[config.mk]
export PLATFORM = sky130hd
export DESIGN_NAME = matriz_varredura
export DESIGN_NICKNAME = d
export VERILOG_FILES = /design/src/rtl/matriz_pkg.sv /design/src/rtl/matriz_prescaler.sv /design/src/rtl/matriz_varredura.sv
export SDC_FILE = /design/constraint.sdc
export NUM_CORES = 1
export LEC_CHECK = 0
export CAP_MARGIN = 20
export CORE_UTILIZATION = 50
export DETAILED_ROUTE_END_ITERATION = 10
export DONT_BUFFER_PORTS = 1
export SETUP_SLACK_MARGIN = 0.05
export SLEW_MARGIN = 5
export SYNTH_ARGS = -nofsm -noshare
export SYNTH_HDL_FRONTEND = slang
export SYNTH_HIERARCHICAL = 1
export SYNTH_SLANG_ARGS = --single-unit
export TNS_END_PERCENT = 10
[constraint.sdc]
create_clock -name CLK -period 4.69 [get_ports CLK]
set_clock_uncertainty 0.15 [all_clocks]
set_input_delay 0.938 -clock CLK [delete_from_list [all_inputs] [get_ports CLK]]
set_output_delay 0.938 -clock CLK [all_outputs]
set_load 0.02 [all_outputs]
[src/rtl/matriz_pkg.sv]
// Shared constants and state encoding for the 5x7 LED matrix scan driver.
package matriz_pkg;

    localparam int N_COL   = 5;
    localparam int N_ROW   = 7;
    localparam int FRAME_W = N_COL * N_ROW;

    // Highest legal column index; the 3-bit counter wraps from here to 0.
    localparam logic [2:0] LAST_COL = 3'(N_COL - 1);

    // Idle (inactive / unlit) pin level for each polarity choice.
    localparam logic POL_ACT_HIGH_IDLE = 1'b0;
    localparam logic POL_ACT_LOW_IDLE  = 1'b1;

    typedef enum logic [1:0] {
        ST_IDLE  = 2'd0,
        ST_BLANK = 2'd1,
        ST_DRIVE = 2'd2
    } state_e;

    // Pin level that means "off" for a line of the given polarity.
    function automatic logic idle_level(input bit act_low);
        return act_low ? POL_ACT_LOW_IDLE : POL_ACT_HIGH_IDLE;
    endfunction

endpackage

[src/rtl/matriz_prescaler.sv]
// Column-slot prescaler: counts 0..DIV-1 while running, flags slot end and
// the last cycle of the anti-ghosting blank window.
module matriz_prescaler #(
    parameter int DIV   = 50000,
    parameter int BLANK = 2
) (
    input  logic clk,
    input  logic rst,
    input  logic clr,
    output logic tick,
    output logic blank_last
);
    localparam int W = (DIV > 1) ? $clog2(DIV) : 1;
    localparam logic [W-1:0] LAST_CNT  = W'(DIV - 1);
    localparam logic [W-1:0] BLANK_END = W'(BLANK - 1);

    logic [W-1:0] cnt_q, cnt_d;

    assign tick       = (cnt_q == LAST_CNT);
    assign blank_last = (BLANK > 0) && (cnt_q == BLANK_END);

    // Next count: held at 0 while cleared, wraps at DIV-1 so it never exceeds it.
    always_comb begin
        cnt_d = cnt_q;
        if (clr || tick) cnt_d = '0;
        else             cnt_d = cnt_q + 1'b1;
    end

    // Count register.
    always_ff @(posedge clk or posedge rst) begin
        if (rst) cnt_q <= '0;
        else     cnt_q <= cnt_d;
    end

endmodule

[src/rtl/matriz_varredura.sv]
// Time-multiplexed 5-column x 7-row LED matrix scan driver with a shadow
// frame that is only adopted at frame boundaries (entry into column 0).
module matriz_varredura
    import matriz_pkg::*;
#(
    parameter int DIV         = 50000,
    parameter int BLANK       = 2,
    parameter bit COL_ACT_LOW = 1'b1,
    parameter bit ROW_ACT_LOW = 1'b0
) (
    input  logic               CLK,
    input  logic               RST,
    input  logic               EN,
    input  logic [FRAME_W-1:0] FRAME_IN,
    input  logic               LOAD,
    output logic               LOAD_ACK,
    output logic               FRAME_SYNC,
    output logic [N_COL-1:0]   C,
    output logic [N_ROW-1:0]   L
);
    localparam logic [N_COL-1:0] C_OFF = {N_COL{idle_level(COL_ACT_LOW)}};
    localparam logic [N_ROW-1:0] L_OFF = {N_ROW{idle_level(ROW_ACT_LOW)}};
    // With no blank window a slot starts directly in DRIVE.
    localparam state_e START_ST = (BLANK > 0) ? ST_BLANK : ST_DRIVE;

    state_e             state_q, state_d;
    logic [2:0]         col_q, col_d;
    logic [FRAME_W-1:0] active_q, active_d;
    logic [FRAME_W-1:0] shadow_q, shadow_d;
    logic               pending_q, pending_d;
    logic [N_COL-1:0]   c_q, c_d;
    logic [N_ROW-1:0]   l_q, l_d;
    logic               sync_q, sync_d;
    logic               ack_q, ack_d;

    logic               boundary;
    logic               cnt_clr;
    logic               tick;
    logic               blank_last;

    matriz_prescaler #(
        .DIV   (DIV),
        .BLANK (BLANK)
    ) u_presc (
        .clk        (CLK),
        .rst        (RST),
        .clr        (cnt_clr),
        .tick       (tick),
        .blank_last (blank_last)
    );

    // Scan FSM: state, column and frame-boundary detection.
    always_comb begin
        state_d  = state_q;
        col_d    = col_q;
        boundary = 1'b0;
        cnt_clr  = 1'b0;
        if (!EN) begin
            state_d = ST_IDLE;
            col_d   = '0;
            cnt_clr = 1'b1;
        end else begin
            unique case (state_q)
                ST_IDLE: begin
                    state_d  = START_ST;
                    col_d    = '0;
                    boundary = 1'b1;
                    cnt_clr  = 1'b1;
                end
                ST_BLANK: begin
                    if (blank_last) state_d = ST_DRIVE;
                end
                ST_DRIVE: begin
                    if (tick) begin
                        state_d = START_ST;
                        // 5..7 are unreachable; treat them like the last column so they wrap to 0.
                        if (col_q >= LAST_COL) begin
                            col_d    = '0;
                            boundary = 1'b1;
                        end else begin
                            col_d = col_q + 3'd1;
                        end
                    end
                end
                default: begin
                    state_d = ST_IDLE;
                    col_d   = '0;
                    cnt_clr = 1'b1;
                end
            endcase
        end
    end

    // Frame buffering: latest LOAD wins; boundary transfer uses the pre-LOAD shadow.
    always_comb begin
        shadow_d  = shadow_q;
        pending_d = pending_q;
        active_d  = active_q;
        if (boundary && pending_q) begin
            active_d  = shadow_q;
            pending_d = 1'b0;
        end
        if (LOAD) begin
            shadow_d  = FRAME_IN;
            pending_d = 1'b1;
        end
    end

    // Pin values for the upcoming cycle, derived from next state so pins track state.
    always_comb begin
        logic [N_COL-1:0] c_act;
        logic [N_ROW-1:0] rows;
        c_act  = '0;
        rows   = '0;
        sync_d = boundary;
        ack_d  = boundary && pending_q;
        if (state_d == ST_DRIVE) begin
            for (int c = 0; c < N_COL; c++) begin
                if (int'(col_d) == c || (c == 0 && col_d > LAST_COL)) begin
                    c_act[c] = 1'b1;
                    rows     = active_d[N_ROW*c +: N_ROW];
                end
            end
        end
        c_d = c_act ^ C_OFF;
        l_d = rows ^ L_OFF;
    end

    // State, frame and registered output flops.
    always_ff @(posedge CLK or posedge RST) begin
        if (RST) begin
            state_q   <= ST_IDLE;
            col_q     <= '0;
            active_q  <= '0;
            shadow_q  <= '0;
            pending_q <= 1'b0;
            c_q       <= C_OFF;
            l_q       <= L_OFF;
            sync_q    <= 1'b0;
            ack_q     <= 1'b0;
        end else begin
            state_q   <= state_d;
            col_q     <= col_d;
            active_q  <= active_d;
            shadow_q  <= shadow_d;
            pending_q <= pending_d;
            c_q       <= c_d;
            l_q       <= l_d;
            sync_q    <= sync_d;
            ack_q     <= ack_d;
        end
    end

    assign C          = c_q;
    assign L          = l_q;
    assign FRAME_SYNC = sync_q;
    assign LOAD_ACK   = ack_q;

endmodule
==> impl_metrics.env, run 1 <==
export IMPL_status="finished with violations"
export IMPL_violations="DRC"
export IMPL_max_cap_viol_count=0
export IMPL_viasPerCell=5.64
export IMPL_synth_simple_area_share_pct=11.5
export IMPL_gp_congestion=0.949
export IMPL_p_leak_nw=2.05
export IMPL_synth_compound_area_share_pct=6.07
export IMPL_setup_viol=0
export IMPL_synthCells=349
export IMPL_ctsResizeCount=0
export IMPL_wl_per_cell_um=18.3
export IMPL_syn_area_um2=4640
export IMPL_finalSetupTns_ns=0
export IMPL_worst_pin_slew_ns=0.758
export IMPL_r2r_start="u_presc/cnt_q[5]$_DFF_PP0_"
export IMPL_pre_cts_ws_ns=0.576
export IMPL_htree_levels=3
export IMPL_n_fill_cell=756
export IMPL_cts_root_buf="clkbuf_8"
export IMPL_antenna_found_initial=0
export IMPL_drt_iter0_drc=112
export IMPL_cts_setup_buffers=0
export IMPL_yosysSeqAreaShare_pct=57.3
export IMPL_yosys_area_share_adder_pct=2.43
export IMPL_multiInputGateArea_um2=1820
export IMPL_dp_hpwl_um=6040
export IMPL_synth_ff_type="dfrtp_1"
export IMPL_grt_max_degree=63
export IMPL_grt_overflow_total=0
export IMPL_crit_path_start_kind="register"
export IMPL_ys_warn_count=6
export IMPL_peakVddDrop_v=0.000157
export IMPL_die_area_um2=9670
export IMPL_area_delta_synth_final_pct=6.66
export IMPL_die_w_um=98.3
export IMPL_startpoint="u_presc/cnt_q[5]$_DFF_PP0_"
export IMPL_die_y_um=98.3
export IMPL_ctsHoldBuffers=0
export IMPL_cts_tree="yes"
export IMPL_synth_nets=397
export IMPL_final_nets=399
export IMPL_synth_top_family_by_area="multiplexers"
export IMPL_power_mw=1.92
export IMPL_synth_seq_cells=106
export IMPL_min_path_type="input pin to async pin"
export IMPL_first_pass_iters=10
export IMPL_end_kind="register"
export IMPL_min_period_ns=4.15
export IMPL_seq_area_um2=2660
export IMPL_rsz0062_at_grt="false"
export IMPL_port_buffers=0
export IMPL_finalCritPeriodShare_pct=88.5
export IMPL_drive_above_1_share_pct=29.5
export IMPL_drcViolationCount=4
export IMPL_maxSlewViolCount=0
export IMPL_grt_pass1_wl_um=14200
export IMPL_fp_coreArea_um2=8850
export IMPL_powerDensity_nw_per_um2=388
export IMPL_finalWorstSetupSlack_ns=0.540
export IMPL_async_reset_ff_share_pct=100
export IMPL_track_usage_pct=19.1
export IMPL_drt_total_wl_um=8480
export IMPL_relSlewSlack_pct=49.0
export IMPL_numCtsBuffers=9
export IMPL_rows=34
export IMPL_arrival_ns=4.21
export IMPL_initial_core_util_pct=52.4
export IMPL_cp_max_fo=11
export IMPL_required_ns=4.75
export IMPL_cts_sinks=106
export IMPL_clockBufferDepth=2
export IMPL_clk_latency_ns=0.36
export IMPL_synth_edf_count=0
export IMPL_vias=2619
export IMPL_stdcell_count=464
export IMPL_criticalPathCategory="register to register"
export IMPL_fmax_mhz=241
export IMPL_dp_cells=447
export IMPL_ios=53
export IMPL_avgSynthCellArea_um2=13.3
export IMPL_synth_area_mux_share_pct=16.8
export IMPL_yosys_cell_types_count=47
export IMPL_hold_viol=0
export IMPL_synth_xor_area_share_pct=2.26
export IMPL_grt_pass1_vias=2803
export IMPL_antenna_cells=0
export IMPL_ant_nets=0
export IMPL_clkTransAtPathRegs_ns=0.09
==> worst paths after layout <==
kind	endpoint	slack, ns	cells after the start
setup / recovery	L[4]$_DFF_PP0_	0.54	11
hold / removal	shadow_q[31]$_DFFE_PP0P_	0.21	1
setup reg to reg	L[4]$_DFF_PP0_	0.54	11
hold reg to reg	pending_q$_DFFE_PP0P_	0.33	1
max in group asynchronous	C[1]$_DFF_PP1_	3.22	3
min in group CLK	pending_q$_DFFE_PP0P_	0.33	1
==> metrics by stage <==
| step | utilization (%) | hold slack [ns] | instance area, µm² |
|---|---|---|---|
| 6_report | 55.9 | 0.207 | 4950 |
| 5_1_grt | 55.9 | 0.198 | 4950 |
| 4_1_cts | 55.6 | 0.329 | 4920 |
| 3_5_place_dp | 53.2 | 0.308 | 4700 |
| 3_3_place_gp | 53.2 | 0.304 | 4700 |
| 2_1_floorplan | - | 0.291 | 4640 |
==> placed cells by master (no fill, tap or decap), drive strengths merged, types with 3 or more instances in the layout <==
cell type,count
o31ai,3
nor4,7
ha,9
mux2,63
and2,5
clkinv,5
nor2,23
clkbuf,10
mux2i,7
dfstp,5
buf,3
a221oi,7
nand3,6
a21oi,12
nand4,4
nor3,3
inv,20
a222oi,7
xnor2,10
dfrtp,101
nand2,13
or3,6
==> worst max-delay path, cell delays in order, from the launching register on <==
cell and delay (ns):
dfrtp_1 0.45, or4_4 0.55, nor4_4 0.52, or2b_1 0.27, a21boi_0 0.62, nor2_1 0.14
nor2_1 0.15, ha_1 0.26, o41ai_1 0.12, o31ai_4 0.22, a222oi_1 0.42, a221oi_1 0.13
==> cells by family (layout without fill, tap and decap cells) <==
family	after synthesis	after routing
xor gates and xnor gates	12	12
DFF	106	106
buffers and inverters	33	40
and+or+nand+nor	83	83
adders and majority gates	9	9
muxes	70	70
AOI/OAI and AO/OA	36	36
==> cell type report <==
class / instances / share of cell area (%)
Clock buffer: 10 / 2.78
Clock inverter: 6 / 1.62
Inverter: 21 / 1.62
Multi-Input combinational cell: 210 / 36.7
Tap cell: 108 / 2.73
Timing Repair Buffer: 3 / 0.859
Sequential cell: 106 / 53.7
==> synthesized netlist by cell type, types with 2 or more instances <==
library cell    n  area, µm²
buf_1           2       7.51
a221oi_1        7       61.3
or4_4           2       22.5
nor4b_4         2       47.6
mux2i_1         7       70.1
nor3_1          3       15.0
and2_1          5       31.3
dfrtp_1       101       2530
xnor2_1        10       87.6
o21ai_0         2       10.0
ha_1            9        113
nand2b_1        2       12.5
clkbuf_1        3       11.3
inv_1          21       78.8
nor4_1          5       31.3
nand3_2         2       20.0
or3_1           2       12.5
a21oi_1        11       55.1
nand4_1         4       25.0
or3_4           3       33.8
nand3_1         4       20.0
and3b_1         2       17.5
o31ai_1         2       15.0
a21o_1          2       15.0
nand2_1        13       48.8
mux2_2         63        709
a222oi_1        7       70.1
nor4_4          2       42.5
nor2_1         23       86.3
nand3b_1        2       15.0
dfstp_2         5        131
xor2_1          2       17.5
buf_2           2       10.0
buf_6           4       45.0
==> power by group <==
group	internal (mW)	switching, mW
Sequential	1.03	0.0429
Clock	0.312	0.293
Combinational	0.122	0.119
Total	1.47	0.455
==> state kept, by name, summed over array words and instances (netlist names) <==
| name | count |
|---|---|
| active_q | 35 |
| shadow_q | 35 |
| u_presc/cnt_q | 16 |
| L | 7 |
| C | 5 |
| col_q | 3 |
| state_q | 2 |
| FRAME_SYNC | 1 |
| LOAD_ACK | 1 |
| pending_q | 1 |
==> per-layer routing <==
| layer | vias up | GRT usage [%] | share of wire (%) |
|---|---|---|---|
| met5 | - | 0 | 0 |
| met4 | 0 | 5.74 | 0.42 |
| met3 | 2 | 4.72 | 4.2 |
| met2 | 49 | 31.1 | 50 |
| met1 | 1328 | 25.3 | 46 |
| li1 | 1240 | - | - |
Power figures use the tool's default switching activity.
==> run 2, diff against run 1 <==
==> constraint.sdc (replaced) <==
create_clock -name CLK -period 4.57 [get_ports CLK]
set_clock_uncertainty 0.15 [all_clocks]
set_input_delay 0.914 -clock CLK [delete_from_list [all_inputs] [get_ports CLK]]
set_output_delay 0.914 -clock CLK [all_outputs]
set_load 0.02 [all_outputs]
==> run 2 against run 1 <==
  * The run still ends with DRC left
  * Register-to-register slack about the same
  * Via count increased by 0.46%
  * Die area unchanged
  * Wire length decreased by 1.2%
  * Cell count increased by 0.22%
  * Non-clock buffer count increased by 1
  * Worst hold slack improved by 0.042 ns
  * Global-route usage about the same
  * Setup slack got worse by 0.012 ns
  * Sequential power about the same
  * Sequential cell count unchanged
  * First-iteration DRC count decreased by 22%
  * Critical endpoint is now L[1]$_DFF_PP0_
  * Highest routed layer unchanged
==> impl_metrics.env, run 2 (synthesis gave the netlist of run 1 again) <==
export IMPL_powerDensity_nw_per_um2=389
export IMPL_grt_overflow_total=0
export IMPL_viasPerCell=5.66
export IMPL_max_cap_viol_count=0
export IMPL_crit_path_start_kind="register"
export IMPL_ant_nets=0
export IMPL_end_kind="register"
export IMPL_grt_pass1_vias=2780
export IMPL_stdcell_count=465
export IMPL_hold_viol=0
export IMPL_dp_cells=449
export IMPL_power_mw=1.91
export IMPL_p_leak_nw=2.02
export IMPL_first_pass_iters=10
export IMPL_final_common_cell="dfrtp_1"
export IMPL_cts_sinks=106
export IMPL_cts_root_buf="clkbuf_8"
export IMPL_peakVddDrop_v=0.000187
export IMPL_antenna_found_initial=0
export IMPL_arrival_ns=4.10
export IMPL_rsz0062_at_grt="false"
export IMPL_maxSlewViolCount=0
export IMPL_gp_congestion=0.968
export IMPL_fp_coreArea_um2=8850
export IMPL_grt_max_degree=46
export IMPL_clk_latency_ns=0.36
export IMPL_min_path_type="input pin to async pin"
export IMPL_status="finished with violations"
export IMPL_numCtsBuffers=9
export IMPL_dp_hpwl_um=6110
export IMPL_die_y_um=98.3
export IMPL_clockBufferDepth=2
export IMPL_criticalPathCategory="register to register"
export IMPL_area_delta_synth_final_pct=5.90
export IMPL_ctsResizeCount=0
export IMPL_reg_top3="active_q (35), shadow_q (35), u_presc/cnt_q (16)"
export IMPL_antenna_cells=0
export IMPL_initial_core_util_pct=52.4
export IMPL_min_period_ns=4.04
export IMPL_clkTransAtPathRegs_ns=0.10
export IMPL_relSlewSlack_pct=49.9
export IMPL_n_fill_cell=741
export IMPL_track_usage_pct=19.1
export IMPL_final_cell_mix="dfrtp_1, mux2_2, nor2_1, inv_1, nand2_1"
export IMPL_ctsHoldBuffers=0
export IMPL_rows=34
export IMPL_cts_tree="yes"
export IMPL_finalCritPeriodShare_pct=88.4
export IMPL_drt_iter0_drc=87
export IMPL_port_buffers=0
export IMPL_final_nets=400
export IMPL_finalSetupTns_ns=0
export IMPL_cp_max_fo=11
export IMPL_worst_pin_slew_ns=0.745
export IMPL_drive_above_1_share_pct=29.4
export IMPL_ios=53
export IMPL_fmax_mhz=247
export IMPL_vias=2631
export IMPL_die_w_um=98.3
export IMPL_drt_total_wl_um=8380
export IMPL_wl_per_cell_um=18.0
export IMPL_setup_viol=0
export IMPL_htree_levels=3
export IMPL_die_area_um2=9670
export IMPL_rr_worst_depth=12
export IMPL_violations="DRC"
export IMPL_required_ns=4.63
export IMPL_cts_setup_buffers=0
export IMPL_drcViolationCount=4
export IMPL_grt_pass1_wl_um=14200
==> run 2: final timing paths <==
kind | endpoint | startpoint | slack, ns
worst max register to register | L[1]$_DFF_PP0_ | u_presc/cnt_q[5]$_DFF_PP0_ | 0.53
worst min register to register | pending_q$_DFFE_PP0P_ | pending_q$_DFFE_PP0P_ | 0.33
worst min-delay path | col_q[2]$_DFF_PP0_ | RST | 0.25
max in group asynchronous | active_q[2]$_DFF_PP0_ | RST | 3.14
worst max-delay path | L[1]$_DFF_PP0_ | u_presc/cnt_q[5]$_DFF_PP0_ | 0.53
min in group CLK | pending_q$_DFFE_PP0P_ | pending_q$_DFFE_PP0P_ | 0.33
==> run 2: worst max-delay path, cell delays in order, from the launching register on <==
cell and delay (ns):
dfrtp_1 0.45, or4_4 0.55, nor4_4 0.27, buf_4 0.19, or2b_1 0.22, a21boi_0 0.61, nor2_1 0.13, nor2_1 0.15
ha_1 0.27, o41ai_1 0.13, o31ai_4 0.23, a222oi_1 0.41, a221oi_1 0.13
==> run 2: final cells by class <==
| type | instances | area (µm²) | share of cell area (%) |
|---|---|---|---|
| flip-flops and latches | 106 | 2660 | 54.1 |
| inverters | 21 | 80.1 | 1.63 |
| repair buffers | 4 | 30.0 | 0.611 |
| clock inverters | 6 | 67.6 | 1.37 |
| clock buffers | 10 | 128 | 2.60 |
| multi-input cells | 210 | 1820 | 36.9 |
| well taps | 108 | 135 | 2.75 |
==> run 2: layer usage <==
layer  up-vias  GRT usage, %  share of wire [%]
met4         0          5.17               0.93
met3         7          5.01                5.1
li1       1244             -                  -
met1      1319          24.6                 45
met2        61          32.0                 49
met5         -             0                  0
==> run 2: metrics by stage <==
step | cell area, µm² | setup slack (ns) | util [%] | hold WS (ns)
2_1_floorplan | 4640 | 0.918 | - | 0.291
3_3_place_gp | 4720 | 0.733 | 53.3 | 0.302
3_5_place_dp | 4720 | 0.581 | 53.3 | 0.307
4_1_cts | 4910 | 0.563 | 55.5 | 0.245
5_1_grt | 4910 | 0.345 | 55.5 | 0.263
6_report | 4910 | 0.529 | 55.5 | 0.250
==> run 2: where the power goes <==
group | internal, mW | switching (mW) | total, mW
sequential | 1.06 | 0.0443 | 1.10
combinational | 0.123 | 0.121 | 0.244
clock | 0.254 | 0.308 | 0.562
